$ cat src/rtl/cnn_layer_accel_awe_pkg.sv
// Shared AWE definitions: weight-fetch state encoding, output buffer depth
// and the default kernel size (3x3).
package cnn_layer_accel_awe_pkg;

  typedef enum logic [1:0] {
    ST_IDLE   = 2'd0,
    ST_FETCH  = 2'd1,
    ST_DRAIN  = 2'd2,
    ST_FINISH = 2'd3
  } awe_state_e;

  localparam int AWE_BUF_DEPTH = 2;
  localparam int AWE_KSIZE_DEF = 9;

endpackage

$ cat src/rtl/cnn_layer_accel_awe_weight_fetch_if.sv
// Weight-fetch bus: weight-table read port plus the weight stream towards
// the multiplier array. master = fetch sequencer, slave = table/consumer side.
interface cnn_layer_accel_awe_weight_fetch_if #(
  parameter int WIDTH   = 32,
  parameter int W_DEPTH = 8
);
  logic [W_DEPTH-1:0] tbl_addr;
  logic               tbl_rd;
  logic [WIDTH-1:0]   tbl_dout;
  logic [WIDTH-1:0]   wght_data;
  logic               wght_valid;
  logic               wght_last;
  logic               wght_ready;

  modport master (
    output tbl_addr, tbl_rd, wght_data, wght_valid, wght_last,
    input  tbl_dout, wght_ready
  );

  modport slave (
    input  tbl_addr, tbl_rd, wght_data, wght_valid, wght_last,
    output tbl_dout, wght_ready
  );
endinterface

$ cat src/rtl/cnn_layer_accel_awe_wght_skid_fifo.sv
// Two-entry FIFO of {last, data} that absorbs the table's read latency.
// Flush empties it in one cycle and wins over push/pop.
module cnn_layer_accel_awe_wght_skid_fifo
  import cnn_layer_accel_awe_pkg::*;
#(
  parameter int DW = 33
) (
  input  logic          clk,
  input  logic          rst_n,
  input  logic          flush_i,
  input  logic          push_i,
  input  logic          pop_i,
  input  logic [DW-1:0] din_i,
  output logic [DW-1:0] dout_o,
  output logic [1:0]    occ_o,
  output logic          empty_o,
  output logic          full_o
);
  logic [DW-1:0] mem_q [AWE_BUF_DEPTH];
  logic          wr_ptr_q;
  logic          rd_ptr_q;
  logic [1:0]    occ_q;

  // Storage, pointers and occupancy; push/pop together keep occupancy.
  always_ff @(posedge clk or negedge rst_n) begin
    if (!rst_n) begin
      for (int i = 0; i < AWE_BUF_DEPTH; i++) mem_q[i] <= '0;
      wr_ptr_q <= 1'b0;
      rd_ptr_q <= 1'b0;
      occ_q    <= 2'd0;
    end else if (flush_i) begin
      wr_ptr_q <= 1'b0;
      rd_ptr_q <= 1'b0;
      occ_q    <= 2'd0;
    end else begin
      if (push_i) begin
        mem_q[wr_ptr_q] <= din_i;
        wr_ptr_q        <= ~wr_ptr_q;
      end
      if (pop_i) rd_ptr_q <= ~rd_ptr_q;
      case ({push_i, pop_i})
        2'b10:   occ_q <= occ_q + 2'd1;
        2'b01:   occ_q <= occ_q - 2'd1;
        default: occ_q <= occ_q;
      endcase
    end
  end

  assign dout_o  = mem_q[rd_ptr_q];
  assign occ_o   = occ_q;
  assign empty_o = (occ_q == 2'd0);
  assign full_o  = (occ_q == 2'(AWE_BUF_DEPTH));

endmodule

$ cat src/rtl/cnn_layer_accel_awe_weight_fetch.sv
// AWE weight fetch sequencer: walks the weight table kernel by kernel,
// streams words with a per-kernel last marker, credit-limited so that at
// most two words are ever buffered or in flight.
// Optional macro CNN_AWE_WGHT_FETCH_STALL_CNT_EN adds the stall_cnt_o counter.
module cnn_layer_accel_awe_weight_fetch
  import cnn_layer_accel_awe_pkg::*;
#(
  parameter int WIDTH   = 32,
  parameter int W_DEPTH = 8,
  parameter int KSIZE   = AWE_KSIZE_DEF,
  parameter int CNT_W   = 8
) (
  input  logic               clk,
  input  logic               rst_n,
  input  logic               clr_i,
  input  logic               start_i,
  input  logic [W_DEPTH-1:0] base_addr_i,
  input  logic [CNT_W-1:0]   num_kernels_i,
  input  logic [CNT_W-1:0]   num_repeats_i,
  output logic               busy_o,
  output logic               done_o,
`ifdef CNN_AWE_WGHT_FETCH_STALL_CNT_EN
  output logic [31:0]        stall_cnt_o,
`endif
  cnn_layer_accel_awe_weight_fetch_if.master bus
);
  localparam int EW = $clog2(KSIZE + 1);
  localparam logic [EW-1:0] ELEM_LAST = EW'(KSIZE - 1);
  localparam int DW = WIDTH + 1;

  awe_state_e         state_q, state_d;
  logic [W_DEPTH-1:0] addr_q, addr_d, base_q, base_d;
  logic [EW-1:0]      elem_q, elem_d;
  logic [CNT_W-1:0]   kern_q, kern_d, rep_q, rep_d, nk_q, nk_d, nrep_q, nrep_d;
  logic               rd_q, rd_last_q;

  logic [DW-1:0] fifo_dout;
  logic [1:0]    fifo_occ;
  logic          fifo_empty, fifo_full, fifo_push, pop;
  logic [2:0]    pending;
  logic          rd_issue, last_elem, last_kern, last_rep;

  assign pop       = bus.wght_valid && bus.wght_ready;
  assign pending   = {1'b0, fifo_occ} + {2'b00, rd_q};
  assign last_elem = (elem_q == ELEM_LAST);
  assign last_kern = (kern_q == nk_q - CNT_W'(1));
  assign last_rep  = (rep_q == nrep_q - CNT_W'(1));
  // A read is allowed only while the buffer plus in-flight reads, less this
  // cycle's pop, leaves a free slot; an abort suppresses any new read.
  assign rd_issue  = (state_q == ST_FETCH) && ((pending - {2'b00, pop}) < 3'd2) && !clr_i;

  // Next-state, address walk and counter sequencing.
  always_comb begin
    state_d = state_q;
    addr_d  = addr_q;
    base_d  = base_q;
    elem_d  = elem_q;
    kern_d  = kern_q;
    rep_d   = rep_q;
    nk_d    = nk_q;
    nrep_d  = nrep_q;
    case (state_q)
      ST_IDLE: begin
        if (start_i) begin
          base_d  = base_addr_i;
          addr_d  = base_addr_i;
          elem_d  = '0;
          kern_d  = '0;
          rep_d   = '0;
          nk_d    = num_kernels_i;
          nrep_d  = (num_repeats_i == '0) ? CNT_W'(1) : num_repeats_i;
          state_d = (num_kernels_i == '0) ? ST_FINISH : ST_FETCH;
        end
      end
      ST_FETCH: begin
        if (rd_issue) begin
          addr_d = addr_q + W_DEPTH'(1);
          if (last_elem) begin
            elem_d = '0;
            if (last_kern) begin
              kern_d = '0;
              rep_d  = rep_q + CNT_W'(1);
              addr_d = base_q;
              if (last_rep) state_d = ST_DRAIN;
            end else begin
              kern_d = kern_q + CNT_W'(1);
            end
          end else begin
            elem_d = elem_q + EW'(1);
          end
        end
      end
      ST_DRAIN: begin
        if (fifo_empty && !rd_q) state_d = ST_FINISH;
      end
      default: state_d = ST_IDLE;
    endcase
    if (clr_i) begin
      state_d = ST_IDLE;
      addr_d  = '0;
      base_d  = '0;
      elem_d  = '0;
      kern_d  = '0;
      rep_d   = '0;
      nk_d    = '0;
      nrep_d  = '0;
    end
  end

  // Sequencer state plus the one-cycle read-latency tracker.
  always_ff @(posedge clk or negedge rst_n) begin
    if (!rst_n) begin
      state_q   <= ST_IDLE;
      addr_q    <= '0;
      base_q    <= '0;
      elem_q    <= '0;
      kern_q    <= '0;
      rep_q     <= '0;
      nk_q      <= '0;
      nrep_q    <= '0;
      rd_q      <= 1'b0;
      rd_last_q <= 1'b0;
    end else begin
      state_q   <= state_d;
      addr_q    <= addr_d;
      base_q    <= base_d;
      elem_q    <= elem_d;
      kern_q    <= kern_d;
      rep_q     <= rep_d;
      nk_q      <= nk_d;
      nrep_q    <= nrep_d;
      rd_q      <= rd_issue;
      rd_last_q <= rd_issue && last_elem;
    end
  end

  // Returning data is dropped on abort; the full guard is a backstop only.
  assign fifo_push = rd_q && !clr_i && (!fifo_full || pop);

  cnn_layer_accel_awe_wght_skid_fifo #(.DW(DW)) u_fifo (
    .clk     (clk),
    .rst_n   (rst_n),
    .flush_i (clr_i),
    .push_i  (fifo_push),
    .pop_i   (pop),
    .din_i   ({rd_last_q, bus.tbl_dout}),
    .dout_o  (fifo_dout),
    .occ_o   (fifo_occ),
    .empty_o (fifo_empty),
    .full_o  (fifo_full)
  );

  assign bus.tbl_addr   = addr_q;
  assign bus.tbl_rd     = rd_issue;
  assign bus.wght_valid = !fifo_empty;
  assign bus.wght_data  = fifo_dout[WIDTH-1:0];
  assign bus.wght_last  = fifo_dout[WIDTH];
  assign busy_o         = (state_q != ST_IDLE);
  assign done_o         = (state_q == ST_FINISH);

`ifdef CNN_AWE_WGHT_FETCH_STALL_CNT_EN
  logic [31:0] stall_q;

  // Saturating count of stalled-output cycles during a job.
  always_ff @(posedge clk or negedge rst_n) begin
    if (!rst_n) begin
      stall_q <= '0;
    end else if (clr_i || (state_q == ST_IDLE && start_i)) begin
      stall_q <= '0;
    end else if (busy_o && bus.wght_valid && !bus.wght_ready && (stall_q != '1)) begin
      stall_q <= stall_q + 32'd1;
    end
  end

  assign stall_cnt_o = stall_q;
`endif

endmodule

$ cat src/flat_wrapper.sv
// flat-port wrapper written by rule: the top's interface ports become plain ports
module cnn_layer_accel_awe_weight_fetch_flat import cnn_layer_accel_awe_pkg::*;
#(
  parameter int WIDTH   = 32,
  parameter int W_DEPTH = 8,
  parameter int KSIZE   = AWE_KSIZE_DEF,
  parameter int CNT_W   = 8
)
  (clk, rst_n, clr_i, start_i, base_addr_i, num_kernels_i, num_repeats_i, busy_o, done_o, bus_tbl_addr, bus_tbl_rd, bus_wght_data, bus_wght_valid, bus_wght_last, bus_tbl_dout, bus_wght_ready);
  cnn_layer_accel_awe_weight_fetch_if #(.WIDTH(WIDTH), .W_DEPTH(W_DEPTH)) bus_i ();
  input  logic clk;
  input  logic rst_n;
  input  logic clr_i;
  input  logic start_i;
  input  logic [W_DEPTH-1:0] base_addr_i;
  input  logic [CNT_W-1:0] num_kernels_i;
  input  logic [CNT_W-1:0] num_repeats_i;
  output logic busy_o;
  output logic done_o;
  output wire logic [$bits(bus_i.tbl_addr)-1:0] bus_tbl_addr;
  output wire logic [$bits(bus_i.tbl_rd)-1:0] bus_tbl_rd;
  output wire logic [$bits(bus_i.wght_data)-1:0] bus_wght_data;
  output wire logic [$bits(bus_i.wght_valid)-1:0] bus_wght_valid;
  output wire logic [$bits(bus_i.wght_last)-1:0] bus_wght_last;
  input wire logic [$bits(bus_i.tbl_dout)-1:0] bus_tbl_dout;
  input wire logic [$bits(bus_i.wght_ready)-1:0] bus_wght_ready;
  assign bus_tbl_addr = bus_i.tbl_addr;
  assign bus_tbl_rd = bus_i.tbl_rd;
  assign bus_wght_data = bus_i.wght_data;
  assign bus_wght_valid = bus_i.wght_valid;
  assign bus_wght_last = bus_i.wght_last;
  assign bus_i.tbl_dout = bus_tbl_dout;
  assign bus_i.wght_ready = bus_wght_ready;
  cnn_layer_accel_awe_weight_fetch #(.WIDTH(WIDTH), .W_DEPTH(W_DEPTH), .KSIZE(KSIZE), .CNT_W(CNT_W)) u_core (.clk(clk), .rst_n(rst_n), .clr_i(clr_i), .start_i(start_i), .base_addr_i(base_addr_i), .num_kernels_i(num_kernels_i), .num_repeats_i(num_repeats_i), .busy_o(busy_o), .done_o(done_o), .bus(bus_i));
endmodule
$ cat config.mk
export PLATFORM = sky130hd
export DESIGN_NAME = cnn_layer_accel_awe_weight_fetch_flat
export DESIGN_NICKNAME = d
export VERILOG_FILES = /design/src/rtl/cnn_layer_accel_awe_pkg.sv /design/src/rtl/cnn_layer_accel_awe_weight_fetch_if.sv /design/src/rtl/cnn_layer_accel_awe_wght_skid_fifo.sv /design/src/rtl/cnn_layer_accel_awe_weight_fetch.sv /design/src/flat_wrapper.sv
export SDC_FILE = /design/constraint.sdc
export NUM_CORES = 1
export LEC_CHECK = 0
export ABC_AREA = 1
export CAP_MARGIN = 5
export CORE_ASPECT_RATIO = 1.25
export CORE_MARGIN = 3
export CORE_UTILIZATION = 54
export CTS_CLUSTER_SIZE = 14
export DETAILED_ROUTE_END_ITERATION = 10
export HOLD_SLACK_MARGIN = 0.02
export PLACE_DENSITY = 0.8
export SLEW_MARGIN = 25
export SYNTH_ARGS = -nofsm -noshare
export SYNTH_HDL_FRONTEND = slang
export SYNTH_SLANG_ARGS = --single-unit
$ cat constraint.sdc
create_clock -name clk -period 3.4 [get_ports clk]
set_input_delay 0.51 -clock clk [delete_from_list [all_inputs] [get_ports clk]]
set_output_delay 0.51 -clock clk [all_outputs]
set_load 0.02 [all_outputs]
==> results of run 1 <==
==> critical path, delay by kind of cell <==
family                   cells  cell delay, ns
XOR/XNOR                     1            0.16
AND/OR/NAND/NOR              3            0.55
adder cells (fa/ha/maj)      2            0.63
buffers and inverters        4            0.95
==> power by group through the flow <==
stage,Combinational (W),Sequential [W],Clock [W]
finish,0.00258,0.00215,0.00169
detailed placement,0.00256,0.00216,0
floorplan,0.00163,0.00215,0
global placement,0.00251,0.00214,0
CTS,0.00258,0.00214,0.00172
global route,0.00286,0.00219,0.00180
==> worst paths after layout <==
kind,from,to,slack (ns),cells after the start
worst max-delay path,bus_wght_ready,bus_tbl_rd,0.08,10
worst min-delay path,rst_n,u_core.u_fifo.mem_q[8],0.17,1
worst max register to register,u_core.u_fifo.occ_o[0],u_core.rep_q[4],0.56,15
worst min register to register,u_core.u_fifo.mem_q[53],u_core.u_fifo.mem_q[53],0.48,2
max in group asynchronous,rst_n,u_core.u_fifo.mem_q[49],2.42,2
min in group clk,u_core.u_fifo.mem_q[53],u_core.u_fifo.mem_q[53],0.48,2
==> logic make-up after synthesis <==
kind of cell / share of synthesized area [%]
simple gates: 28.1
xor+xnor: 3.09
flops: 46.4
buf+inv: 9.29
fa+ha+maj: 2.50
compound gates: 10.6
==> metrics by stage <==
| stage | setup slack (ns) | utilization (%) |
|---|---|---|
| 2_1_floorplan | 0.666 | - |
| 3_3_place_gp | -0.276 | 65.8 |
| 3_5_place_dp | -0.320 | 65.8 |
| 4_1_cts | 0.0178 | 70.4 |
| 5_1_grt | 0.00926 | 70.5 |
| 6_report | 0.0777 | 70.5 |
==> final cells by class <==
type                            instances  area [sq um]  share of cell area (%)
Sequential cell                       126          3150                    36.6
Clock inverter                         13           118                    1.36
Clock buffer                           19           443                    5.14
Multi-Input combinational cell        606          3030                    35.2
Timing Repair Buffer                  121          1190                    13.9
Tap cell                              164           205                    2.38
Inverter                              123           469                    5.45
==> sequential cells by signal, indices dropped and copies added, names as in the netlist, 2 cells and up <==
name,cells
u_core.state_q,2
u_core.rep_q,8
u_core.elem_q,4
u_core.u_fifo.occ_o,2
u_core.nrep_q,8
u_core.base_q,8
u_core.kern_q,8
u_core.nk_q,8
u_core.bus.tbl_addr,8
u_core.u_fifo.mem_q,66
==> what timing repair did <==
item | in CTS | in global routing
pin swaps | 0 | 0
setup endpoints to repair | 1 | 1
endpoints found under the hold margin | 0 | 0
resized for setup | 3 | 3
cloned | 0 | 0
==> metal layers <==
| metal | track usage [%] | up-vias | routed length [microns] |
|---|---|---|---|
| met5 | 0 | - | 0 |
| met4 | 8.21 | 0 | 307 |
| met3 | 5.06 | 31 | 837 |
| met2 | 39.9 | 211 | 8150 |
| met1 | 30.5 | 2806 | 6730 |
| li1 | - | 3021 | - |
==> placed cells by master (no fill, tap or decap), types with 15 or more instances in the layout <==
master,instances
nand2_1,291
nand3_1,47
xor2_1,17
o21ai_0,109
clkbuf_16,17
inv_1,109
nor2_1,40
dfrtp_1,126
buf_4,15
nand4_1,17
clkdlybuf4s50_1,103
==> impl_metrics.yaml, run 1 <==
sta:
  max_slew.worst_pin.slew_ns: 0.773
  fmax_mhz: 301
  skew_ns: 0.00933
  setup_viol: 0
  rsz0062_at_grt: "no"
  slew_viol_final: 0
  tns_ns: 0
  maxSlewHeadroom_pct: 48.5
  hold_viol_final: 0
  whs_ns: 0.170
  period_share_pct: 97.7
  period_needed_ns: 3.32
layout:
  antenna_cells: 0
  stdcell_count: 1172
  area_delta_synth_final_pct: 26.7
  fillers: 1032
  layout-drive-gt1-share_pct: 9.82
  fin_nets: 1069
  stdcell_area_sq_mm: 0.00862
power:
  p_comb_share_pct: 40.2
  p_clk_share_pct: 26.4
  total_leakage_power_nw: 4.24
  intPower_w: 0.00396
  vdd_drop_max_v: 0.000440
  netSwitchingPower_w: 0.00246
  power.share.sequential_pct: 33.5
  power.share.switching_pct: 38.3
  p_total_w: 0.00642
  p_per_area_mw_per_mm2: 745
worst_setup_path:
  max_stage_delay_ns: 0.50
  critPathCaptureType: "primary output"
  critPathLaunchType: "input pin"
  crit_fanout: 3
  crit_chain: "clkdlybuf4s50_1 > inv_1 > nor2_2 > ha_1 > or2_2 > fa_1 > xnor2_2 > nand3_1 > inv_2 > clkdlybuf4s15_2"
  slowest_stage: "clkdlybuf4s50_1"
  arrival_ns: 2.81
  path_class: "input pin to primary output"
  crit_required_ns: 2.89
yosys:
  yosysSeqAreaShare_pct: 46.4
  synth.distinct_cells: 43
  synthTopCellsByCount: "293 x nand2_1, 126 x dfrtp_1, 110 x inv_1"
  avgSynthCellArea_sq_um: 7.67
  yosysWarnings: 0
  netlist_area_sq_mm: 0.00680
  yosys-top-cells-area: "dfrtp_1 46%, nand2_1 16%, o21ai_0 8.0%"
  synthArstFlopShare_pct: 100
  yosysTopAreaCellShare_pct: 46.4
  yosysMostFrequentCell: "nand2_1"
  syn_nets: 961
  synthFlopType: "dfrtp_1"
  ys_ff_latch: 126
  synth_top_area_cell: "dfrtp_1"
  synth-edff-count: 0
  synthCells: 887
die:
  core_region_area_sq_mm: 0.0122
  die_w_microns: 106
  fp.dieH_microns: 131
  initial_core_util_pct: 55.7
  ios: 106
  row_count: 45
  die_area_sq_mm: 0.0140
global_route:
  grt_max_degree: 67
  grt_first_pass_wirelength_microns: 27100
  grt_pass1_vias: 5746
  grt_use_total_pct: 23.8
  overflow: 0
  antenna_found_initial: 0
placed_design:
  gp_congestion: 0.857
  port_buffers: 105
  placed_area_sq_mm: 0.00805
  place_inst: 1140
  dpl.hpwl_microns: 10900
clock_tree:
  clkTransAtPathRegs_ns: 0.06
  post_cts_buffers: 0
  insertion_delay_ns: 0.41
  cts_inserted_buffers: 17
  clkSinkCount: 126
  htreeDepth: 4
  cts_hold_buffers: 0
  cts_tree: "done"
  clockBufferDepth: 2
  root_buffer: "clkbuf_16"
detailed_routing:
  drtAntennaViolNets: 0
  drtIter0Drc: 383
  drc_errors: 0
  routedWlPerCell_microns: 13.7
  routed_wl_microns: 16000
  vias_per_cell: 5.18
  num_vias: 6069
  dr.pass1.iters: 5
run_status:
  status: "finished, final reports clean"
min_path:
  hold_path_class: "input pin to async pin"
run:
  drv_cap: 0
Power figures use the tool's default switching activity.
==> run 2, diff against run 1 <==
--- a/config.mk
+++ b/config.mk
@@ -8,7 +8,6 @@
 export ABC_AREA = 1
 export CAP_MARGIN = 5
 export CORE_ASPECT_RATIO = 1.25
-export CORE_MARGIN = 3
 export CORE_UTILIZATION = 54
 export CTS_CLUSTER_SIZE = 14
 export DETAILED_ROUTE_END_ITERATION = 10
==> impl_metrics.yaml, run 2 (synthesized netlist as in run 1, its figures left out) <==
global_route:
  antenna_found_initial: 0
  grt_first_pass_wirelength_microns: 26200
  grt_max_degree: 55
  overflow: 0
  grt_pass1_vias: 5852
  grt_use_total_pct: 25.6
die:
  core_region_area_sq_mm: 0.0122
  fp.dieH_microns: 127
  die_area_sq_mm: 0.0130
  die_w_microns: 102
  row_count: 45
  initial_core_util_pct: 55.7
  ios: 106
sta:
  hold_viol_final: 0
  rsz0062_at_grt: "no"
  tns_ns: 0
  skew_ns: 0.00968
  slew_viol_final: 0
  period_needed_ns: 3.18
  fmax_mhz: 315
  max_slew.worst_pin.slew_ns: 0.681
  period_share_pct: 93.5
  maxSlewHeadroom_pct: 54.6
  setup_viol: 0
layout:
  largest_register: "u_core.u_fifo.mem_q"
  fin_nets: 1068
  final_common_cell: "nand2_1"
  area_delta_synth_final_pct: 27.9
  layout-drive-gt1-share_pct: 9.53
  final_core_util_pct: 71.2
  antenna_cells: 0
  final_cell_mix: "291 x nand2_1, 126 x dfrtp_1, 110 x inv_1"
  stdcell_count: 1171
  stdcell_area_sq_mm: 0.00870
  largest_reg_flops: 66
detailed_routing:
  routed_wl_microns: 15600
  drtAntennaViolNets: 0
  drc_errors: 0
  dr.pass1.iters: 5
  drtIter0Drc: 319
  num_vias: 6074
  vias_per_cell: 5.19
  routedWlPerCell_microns: 13.3
worst_setup_path:
  critPathLaunchType: "input pin"
  r2r_slack_ns: 0.54
  r2r-start: "u_core.u_fifo.occ_o[0]"
  critPathCaptureType: "primary output"
  arrival_ns: 2.67
  crit_required_ns: 2.89
  reg2reg_to: "u_core.rep_q[4]"
  path_class: "input pin to primary output"
  r2r_cells: 15
  crit_fanout: 3
  cp-endpoint: "bus_tbl_rd"
  crit_start: "bus_wght_ready"
clock_tree:
  clkSinkCount: 126
  cts_tree: "done"
  root_buffer: "clkbuf_16"
  htreeDepth: 4
  clkTransAtPathRegs_ns: 0.06
  insertion_delay_ns: 0.41
  cts_inserted_buffers: 17
  clockBufferDepth: 2
  cts_hold_buffers: 0
  post_cts_buffers: 0
power:
  vdd_drop_max_v: 0.000573
  p_comb_share_pct: 37.7
  p_clk_share_pct: 30.2
  intPower_w: 0.00425
  netSwitchingPower_w: 0.00243
  total_leakage_power_nw: 4.29
  power.share.switching_pct: 36.4
  power.share.sequential_pct: 32.1
  p_per_area_mw_per_mm2: 768
  p_total_w: 0.00668
placed_design:
  placed_area_sq_mm: 0.00804
  place_inst: 1139
  port_buffers: 105
  dpl.hpwl_microns: 10700
  gp_congestion: 0.892
run:
  drv_cap: 0
run_status:
  status: "finished, final reports clean"
min_path:
  hold_path_class: "input pin to async pin"
[run 2: layout make-up]
type,instances,area [sq um]
timing repair buffer,120,1180
tap,164,205
fill,1022,3520
inverter,123,469
clock inverter,13,210
multi-input combinational,606,3020
clock buffer,19,453
sequential,126,3150
[run 2: worst min path at each step]
stage          slack [ns]               startpoint                      end  depth (start not counted)
4_1_cts              0.16                    rst_n  u_core.u_fifo.mem_q[42]                          1
5_1_grt              0.18                    rst_n  u_core.u_fifo.mem_q[42]                          1
3_5_place_dp         0.47  u_core.u_fifo.mem_q[59]  u_core.u_fifo.mem_q[59]                          2
6_report             0.13                    rst_n  u_core.u_fifo.mem_q[42]                          1
3_3_place_gp         0.47  u_core.u_fifo.mem_q[57]  u_core.u_fifo.mem_q[57]                          2
2_1_floorplan        0.21                    rst_n         u_core.base_q[0]                          0
[run 2: what timing repair did]
action,in CTS,in global routing
gates resized for setup,1,2
hold endpoints to repair,0,0
endpoints found under the setup margin,1,1
[run 2: through the flow]
step           hold slack (ns)  setup slack, ns
3_5_place_dp             0.473           -0.216
3_3_place_gp             0.466           -0.185
4_1_cts                  0.157           0.0440
6_report                 0.126            0.222
5_1_grt                  0.182           0.0939
2_1_floorplan            0.214            0.666
[run 2: layer usage]
layer	track usage, %	part of all wire, %
met1	30.2	42
met2	44.7	51
met3	4.10	3.8
met4	12.4	3.0
met5	0	0
[run 2: critical path, stage by stage]
cell             delay, ns
clkdlybuf4s50_1       0.45
inv_1                 0.04
nor2_1                0.14
ha_1                  0.24
or2_2                 0.30
fa_1                  0.38
xnor2_1               0.19
nand3_1               0.13
inv_1                 0.11
clkbuf_2              0.17
[run 2: power groups by stage]
stage                     clock network [W]  registers [W]  logic (W)
after floorplan                           0        0.00215    0.00163
after global placement                    0        0.00214    0.00246
after detailed placement                  0        0.00216    0.00251
after CTS                           0.00204        0.00214    0.00254
after global routing                0.00210        0.00219    0.00281
final                               0.00201        0.00215    0.00252
